==> src/rtl/vga_sync_rx.sv <==
// Receive side of a VGA link: recovers (x,y) from hsync/vsync, measures line and
// frame totals, and locks when both match the configured mode.
module vga_sync_rx #(
  parameter int unsigned H_ACTIVE     = 640,
  parameter int unsigned H_TOTAL      = 800,
  parameter int unsigned H_SYNC_START = 657,
  parameter int unsigned V_ACTIVE     = 480,
  parameter int unsigned V_TOTAL      = 525,
  parameter int unsigned V_SYNC_START = 491,
  localparam int unsigned XW = 10,
  localparam int unsigned CW = 11,
  localparam int unsigned RW = 3
) (
  input  logic          clk,
  input  logic          rst_n,
  input  logic          pix_ce,
  input  logic          hsync,
  input  logic          vsync,
  input  logic [RW-1:0] rgb,
  output logic [XW-1:0] x,
  output logic [XW-1:0] y,
  output logic [RW-1:0] pix_rgb,
  output logic          pix_valid,
  output logic          frame_start,
  output logic          locked,
  output logic          err,
  output logic [CW-1:0] meas_h_total,
  output logic [CW-1:0] meas_v_total
);

  localparam logic [CW-1:0] SAT   = '1;
  localparam logic [CW-1:0] HT_C  = CW'(H_TOTAL);
  localparam logic [CW-1:0] HT_P1 = CW'(H_TOTAL + 1);
  localparam logic [CW-1:0] VT_C  = CW'(V_TOTAL);
  localparam logic [CW-1:0] VT_P1 = CW'(V_TOTAL + 1);

  typedef enum logic [1:0] {SEARCH, SYNC_H, LOCKED} state_e;

  state_e        state_q, state_d;
  logic          s_hs_q, s_vs_q, prev_hs_q, prev_vs_q;
  logic [RW-1:0] s_rgb_q;
  logic          hrise, vrise, x_wrap, h_bad, l_bad;
  logic [XW-1:0] x_q, x_d, y_q, y_d;
  logic          run_q, run_d, v_seen_q, v_seen_d, locked_q, locked_d;
  logic [CW-1:0] h_cnt_q, h_cnt_d, l_cnt_q, l_cnt_d;
  logic [CW-1:0] meas_h_q, meas_h_d, meas_v_q, meas_v_d;
  logic [RW-1:0] pix_rgb_q, pix_rgb_d;
  logic          pix_valid_q, pix_valid_d, frame_start_q, frame_start_d, err_q, err_d;

  // Stage 1: input capture plus previous sync levels for edge detection
  always_ff @(posedge clk or negedge rst_n) begin
    if (!rst_n) begin
      s_hs_q    <= 1'b0;
      s_vs_q    <= 1'b0;
      prev_hs_q <= 1'b0;
      prev_vs_q <= 1'b0;
      s_rgb_q   <= '0;
    end else if (pix_ce) begin
      s_hs_q    <= hsync;
      s_vs_q    <= vsync;
      prev_hs_q <= s_hs_q;
      prev_vs_q <= s_vs_q;
      s_rgb_q   <= rgb;
    end
  end

  assign hrise = s_hs_q & ~prev_hs_q;
  assign vrise = s_vs_q & ~prev_vs_q;

  // Stage 2: counters, measurement, lock FSM and output staging
  always_comb begin
    state_d       = state_q;
    x_d           = x_q;
    y_d           = y_q;
    run_d         = run_q;
    v_seen_d      = v_seen_q;
    locked_d      = locked_q;
    h_cnt_d       = h_cnt_q;
    l_cnt_d       = l_cnt_q;
    meas_h_d      = meas_h_q;
    meas_v_d      = meas_v_q;
    pix_rgb_d     = pix_rgb_q;
    pix_valid_d   = pix_valid_q;
    frame_start_d = 1'b0;
    err_d         = 1'b0;
    x_wrap        = 1'b0;
    h_bad         = 1'b0;
    l_bad         = 1'b0;
    if (pix_ce) begin
      x_wrap = !hrise && (x_q == XW'(H_TOTAL - 1));
      // Coordinates free-run once the first hsync edge has been seen
      if (run_q || hrise) begin
        run_d = 1'b1;
        if (hrise)       x_d = XW'(H_SYNC_START);
        else if (x_wrap) x_d = '0;
        else             x_d = x_q + XW'(1);
        if (vrise)       y_d = XW'(V_SYNC_START);
        else if (x_wrap) y_d = (y_q == XW'(V_TOTAL - 1)) ? '0 : y_q + XW'(1);
      end

      if (hrise) begin
        h_cnt_d  = CW'(1);
        meas_h_d = h_cnt_q;
      end else if (h_cnt_q != SAT) begin
        h_cnt_d = h_cnt_q + CW'(1);
      end

      // A coincident hrise belongs to the frame that vrise opens
      if (vrise) begin
        meas_v_d = l_cnt_q;
        l_cnt_d  = hrise ? CW'(1) : '0;
      end else if (hrise && l_cnt_q != SAT) begin
        l_cnt_d = l_cnt_q + CW'(1);
      end

      h_bad = (hrise && h_cnt_q != HT_C) || (h_cnt_d == HT_P1);
      l_bad = (vrise && l_cnt_q != VT_C) || (l_cnt_d == VT_P1);

      case (state_q)
        SEARCH: begin
          v_seen_d = 1'b0;
          if (hrise) state_d = SYNC_H;
        end
        SYNC_H: begin
          if (h_bad) begin
            state_d  = SEARCH;
            v_seen_d = 1'b0;
          end else if (vrise) begin
            if (v_seen_q && l_cnt_q == VT_C) state_d = LOCKED;
            v_seen_d = 1'b1;
          end
        end
        LOCKED: begin
          if (h_bad || l_bad) begin
            state_d  = SEARCH;
            v_seen_d = 1'b0;
            err_d    = 1'b1;
          end
        end
        default: state_d = SEARCH;
      endcase

      locked_d      = (state_d == LOCKED);
      pix_valid_d   = locked_d && (x_d < XW'(H_ACTIVE)) && (y_d < XW'(V_ACTIVE));
      pix_rgb_d     = pix_valid_d ? s_rgb_q : '0;
      frame_start_d = locked_d && (x_d == '0) && (y_d == '0);
    end
  end

  always_ff @(posedge clk or negedge rst_n) begin
    if (!rst_n) begin
      state_q       <= SEARCH;
      x_q           <= '0;
      y_q           <= '0;
      run_q         <= 1'b0;
      v_seen_q      <= 1'b0;
      locked_q      <= 1'b0;
      h_cnt_q       <= '0;
      l_cnt_q       <= '0;
      meas_h_q      <= '0;
      meas_v_q      <= '0;
      pix_rgb_q     <= '0;
      pix_valid_q   <= 1'b0;
      frame_start_q <= 1'b0;
      err_q         <= 1'b0;
    end else begin
      state_q       <= state_d;
      x_q           <= x_d;
      y_q           <= y_d;
      run_q         <= run_d;
      v_seen_q      <= v_seen_d;
      locked_q      <= locked_d;
      h_cnt_q       <= h_cnt_d;
      l_cnt_q       <= l_cnt_d;
      meas_h_q      <= meas_h_d;
      meas_v_q      <= meas_v_d;
      pix_rgb_q     <= pix_rgb_d;
      pix_valid_q   <= pix_valid_d;
      frame_start_q <= frame_start_d;
      err_q         <= err_d;
    end
  end

  assign x            = x_q;
  assign y            = y_q;
  assign pix_rgb      = pix_rgb_q;
  assign pix_valid    = pix_valid_q;
  assign frame_start  = frame_start_q;
  assign locked       = locked_q;
  assign err          = err_q;
  assign meas_h_total = meas_h_q;
  assign meas_v_total = meas_v_q;

endmodule

==> config.mk <==
export PLATFORM = sky130hd
export DESIGN_NAME = vga_sync_rx
export DESIGN_NICKNAME = d
export VERILOG_FILES = /design/src/rtl/vga_sync_rx.sv
export SDC_FILE = /design/constraint.sdc
export NUM_CORES = 1
export LEC_CHECK = 0
export BUFFER_PORTS_ARGS = -buffer_cell sky130_fd_sc_hd__buf_2
export CAP_MARGIN = 20
export CORE_MARGIN = 2
export CORE_UTILIZATION = 40
export CTS_BUF_LIST = sky130_fd_sc_hd__clkbuf_8
export DETAILED_ROUTE_END_ITERATION = 10
export GPL_TIMING_DRIVEN = 0
export PLACE_DENSITY = 0.58
export SLEW_MARGIN = 10
export SYNTH_ARGS = -nofsm -noshare
export SYNTH_HDL_FRONTEND = slang
export SYNTH_SLANG_ARGS = --single-unit
==> constraint.sdc <==
create_clock -name clk -period 2.61 [get_ports clk]
set_clock_uncertainty 0.1 [all_clocks]
set_input_delay 0.522 -clock clk [delete_from_list [all_inputs] [get_ports clk]]
set_output_delay 0.522 -clock clk [all_outputs]
set_load 0.005 [all_outputs]
==> impl_summary.log <==
INFO  metric syn_avg_cell_area = 9.35 um2
INFO  metric detail_route.wl_per_cell = 19.2 um
INFO  metric tritoncts_buffer_count = 9
INFO  metric cp_data_arrival_time = 2.90 ns
INFO  metric worst-setup-path-type = reg -> reg
INFO  metric die_w = 114 um
INFO  metric clkSlewWorstSetupHoldPaths = 0.08 ns
INFO  metric routed_via_density = 5.93
INFO  metric antenna-diode-count = 0
INFO  metric synthTopCellsByArea = dfrtp_1, mux2_2, o21ai_0
INFO  metric cp_cell_sequence = nor4b_4 -> nand4_1 -> buf_4 -> buf_4 -> nor2_2 -> o221ai_1 -> nor4_1 -> nand3_1 -> nor4_2
INFO  metric startpoint_type = flip-flop
INFO  metric hold_path_startpoint = vsync
INFO  metric first_pass_grt_wire_length = 23.9 mm
INFO  metric holdPathEnd = s_vs_q
INFO  metric startpoint = x[5]
INFO  metric netlist.top_cell.by_area = dfrtp_1
INFO  metric drc_errors = 0
INFO  metric synth_fp_nets = 532
INFO  metric cts_htree_levels = 3
INFO  metric syn_inst = 517
INFO  metric clk_root_buffer_cell = clkbuf_8
INFO  metric ys_types = 74
INFO  metric regToRegEndpoint = frame_start
INFO  metric final.setup.worst_slack = -0.100 ns
INFO  metric totalPowerFinal = 3.49 mW
INFO  metric grt_overflow = 0
INFO  metric groute.usage.overall = 23.6%
INFO  metric timing.hold.worst_path_depth = 2
INFO  metric total_leakage_power = 2.50 nW
INFO  metric first_global_vias = 4,489
INFO  metric cp_slowest_cell = dfrtp_2
INFO  metric maxSlewViolCount = 0
INFO  metric data_required_time_of_the_critical_path = 2.80 ns
INFO  metric synth_common_cells = dfrtp_1, nand2_1, o21ai_0
INFO  metric worstSkewPairLatency = 0.38 ns
INFO  metric drt_first_pass_iters = 5
INFO  metric worst-r2r-setup-slack = -0.10 ns
INFO  metric synthesis.area = 4830 um2
INFO  metric timing.critical_path.slowest_cell_delay = 0.48 ns
INFO  metric route.vias.total = 4,520
INFO  metric top_level_ports = 57
INFO  metric globalplace.congestion = 0.910
INFO  metric min-delay-path-class = in -> reg
INFO  metric yosysWarnings = 0
INFO  metric path_common_cell = buf_4
INFO  metric cts.sinks = 82
INFO  metric dp_worst_setup_slack = -0.485 ns
INFO  metric setup.worst_path.end_class = flip-flop
INFO  metric reg2reg_from = x[5]
INFO  metric grt_antenna_before_repair = 0
INFO  metric antenna_violating_nets_post_route = 0
INFO  metric initial_utilization = 40.6%
INFO  metric finish.net_count = 625
INFO  metric violated_checks = negative setup slack
INFO  metric yosys_register_bits = 82
INFO  metric detail_route.iter0.violations = 354
INFO  metric power.density_cell_area = 582 nW/um2
INFO  metric synth-edff-count = 0
INFO  metric most_frequently_used_cell_type_in_the_post_synthesis_netlist = dfrtp_1
INFO  metric ir_drop = 0.000310 V
INFO  metric reg2reg_depth = 9
INFO  metric synth_async_sr_flop_share = 100%
INFO  metric critical-path-top-delay-family = simple AND/OR/NAND/NOR gates
INFO  metric status = finished, violations left
INFO  metric cts_tree = built
INFO  metric yosysTopAreaCellShare = 42.5%
INFO  metric grt_max_degree = 53
INFO  metric placement_rows = 40
INFO  metric place.detailed.hpwl = 9.90 mm
INFO  metric setup_viol = 7
INFO  metric fp.dieArea = 13,000 um2
INFO  metric final_worst_path_cycle_share = 104%
INFO  metric finalCriticalPeriod = 2.71 ns
INFO  metric wl = 14.6 mm
INFO  metric ys.flop_type = dfrtp_1
INFO  metric worst_slew_pin_tran = 0.799 ns
INFO  metric ys_seq_area_share = 42.5%
INFO  metric clock.fmax = 0.369 GHz
INFO  metric area_delta_synth_final = 24.0%
INFO  metric setup_repair_after_global_routing_missed_its_margin = yes
INFO  metric post_route_cells_drive_above_1_share = 34.0%
INFO  metric clock_tree.buffer_depth = 2
INFO  metric cp.buffers_inverters = 2
INFO  metric final_hold_viol_count = 0
INFO  metric max_cap_violations = 0
INFO  metric worst_slew_slack_as_a_fraction_of_its_limit = 46.7%
INFO  metric placement.io_buffers = 55
INFO  metric crit_path_max_fo = 7
INFO  metric floorplan.die.height = 114 um
INFO  metric core-area = 11,900 um2
## final cells by class
type                            count  area, um2
Multi-Input combinational cell    378       2690
Timing Repair Buffer               89        576
Clock inverter                      5       52.6
Clock buffer                       11        151
Sequential cell                    82       2070
Fill cell                        1141       5920
Buffer                             31        196
Inverter                           19       71.3
Tap cell                          147        184
## sequential cells by signal, summed over array words and instances (netlist names)
| name | flops |
|---|---|
| err | 1 |
| frame_start | 1 |
| h_cnt_q | 11 |
| l_cnt_q | 11 |
| locked | 1 |
| meas_h_total | 11 |
| meas_v_total | 11 |
| pix_rgb | 3 |
| pix_valid | 1 |
| prev_hs_q | 1 |
| prev_vs_q | 1 |
| run_q | 1 |
| s_hs_q | 1 |
| s_rgb_q | 3 |
| s_vs_q | 1 |
| state_q | 2 |
| v_seen_q | 1 |
| x | 10 |
| y | 10 |
## per-stage QoR
stage	instance area (um2)	cells	util, %	setup TNS [ns]	hold WS (ns)
floorplan	4870	517	-	-0.0454	0.126
global placement	5330	719	44.7	-3.55	0.359
detailed placement	5360	720	45.0	-3.69	0.366
CTS	5870	753	49.3	-0.313	0.258
global route	5990	762	50.3	-1.06	0.264
finish	5990	762	50.3	-0.491	0.270
## logic make-up after synthesis
kind of cell | share of synthesized area (%)
compound gates | 21.7
xor+xnor | 0.906
fa+ha+maj | 1.81
buf+inv | 5.93
flops | 42.5
mux | 7.43
simple gates | 19.8
## placed cells by master, fill, tap and decap left out, types with 4 or more instances in the layout
cell and instances:
o21ai_0 37, clkbuf_8 16, nor3_1 10, and2_1 4
inv_1 18, and3_1 6, buf_4 33, nor2_1 25
mux2_2 31, nand4_1 15, o21a_1 4, buf_2 55
dfrtp_1 66, dfrtp_2 16, nand3_1 22, xnor2_1 5
clkbuf_1 18, ha_1 5, o2bb2ai_1 5, a31oi_1 12
o31ai_1 10, nand2_1 47, o41ai_1 5, a21oi_1 34
o211ai_1 4
## routing by layer
| metal | part of all wire (%) | global-route usage (%) | vias to the layer above |
|---|---|---|---|
| met5 | 0 | 0 | - |
| met4 | 2.5 | 11.2 | 0 |
| met3 | 5.6 | 3.03 | 29 |
| met2 | 48 | 37.4 | 171 |
| met1 | 44 | 32.1 | 2187 |
| li1 | - | - | 2133 |
## power breakdown
part	internal, mW	leakage, nW	total [mW]	switching, mW
Sequential	1.42	1.04	1.56	0.139
Clock	0.489	0.105	0.967	0.478
Combinational	0.407	1.36	0.966	0.559
Total	2.31	2.50	3.49	1.18
## repair_timing
| action | in CTS | in global routing |
|---|---|---|
| cloned | 0 | 0 |
| setup buffers | 22 | 10 |
| setup endpoints to repair | 13 | 16 |
| hold buffers | 1 | 0 |
| endpoints found under the hold margin | 30 | 0 |
| gates resized for setup | 45 | 18 |
| pin swaps | 14 | 10 |
## how the worst max path moves through the flow
stage,endpoint,cells past startpoint
after floorplan,v_seen_q,8
after global placement,frame_start,8
after detailed placement,frame_start,8
after CTS,v_seen_q,8
after global routing,frame_start,9
final,frame_start,9
(Power assumes the default switching activity.)
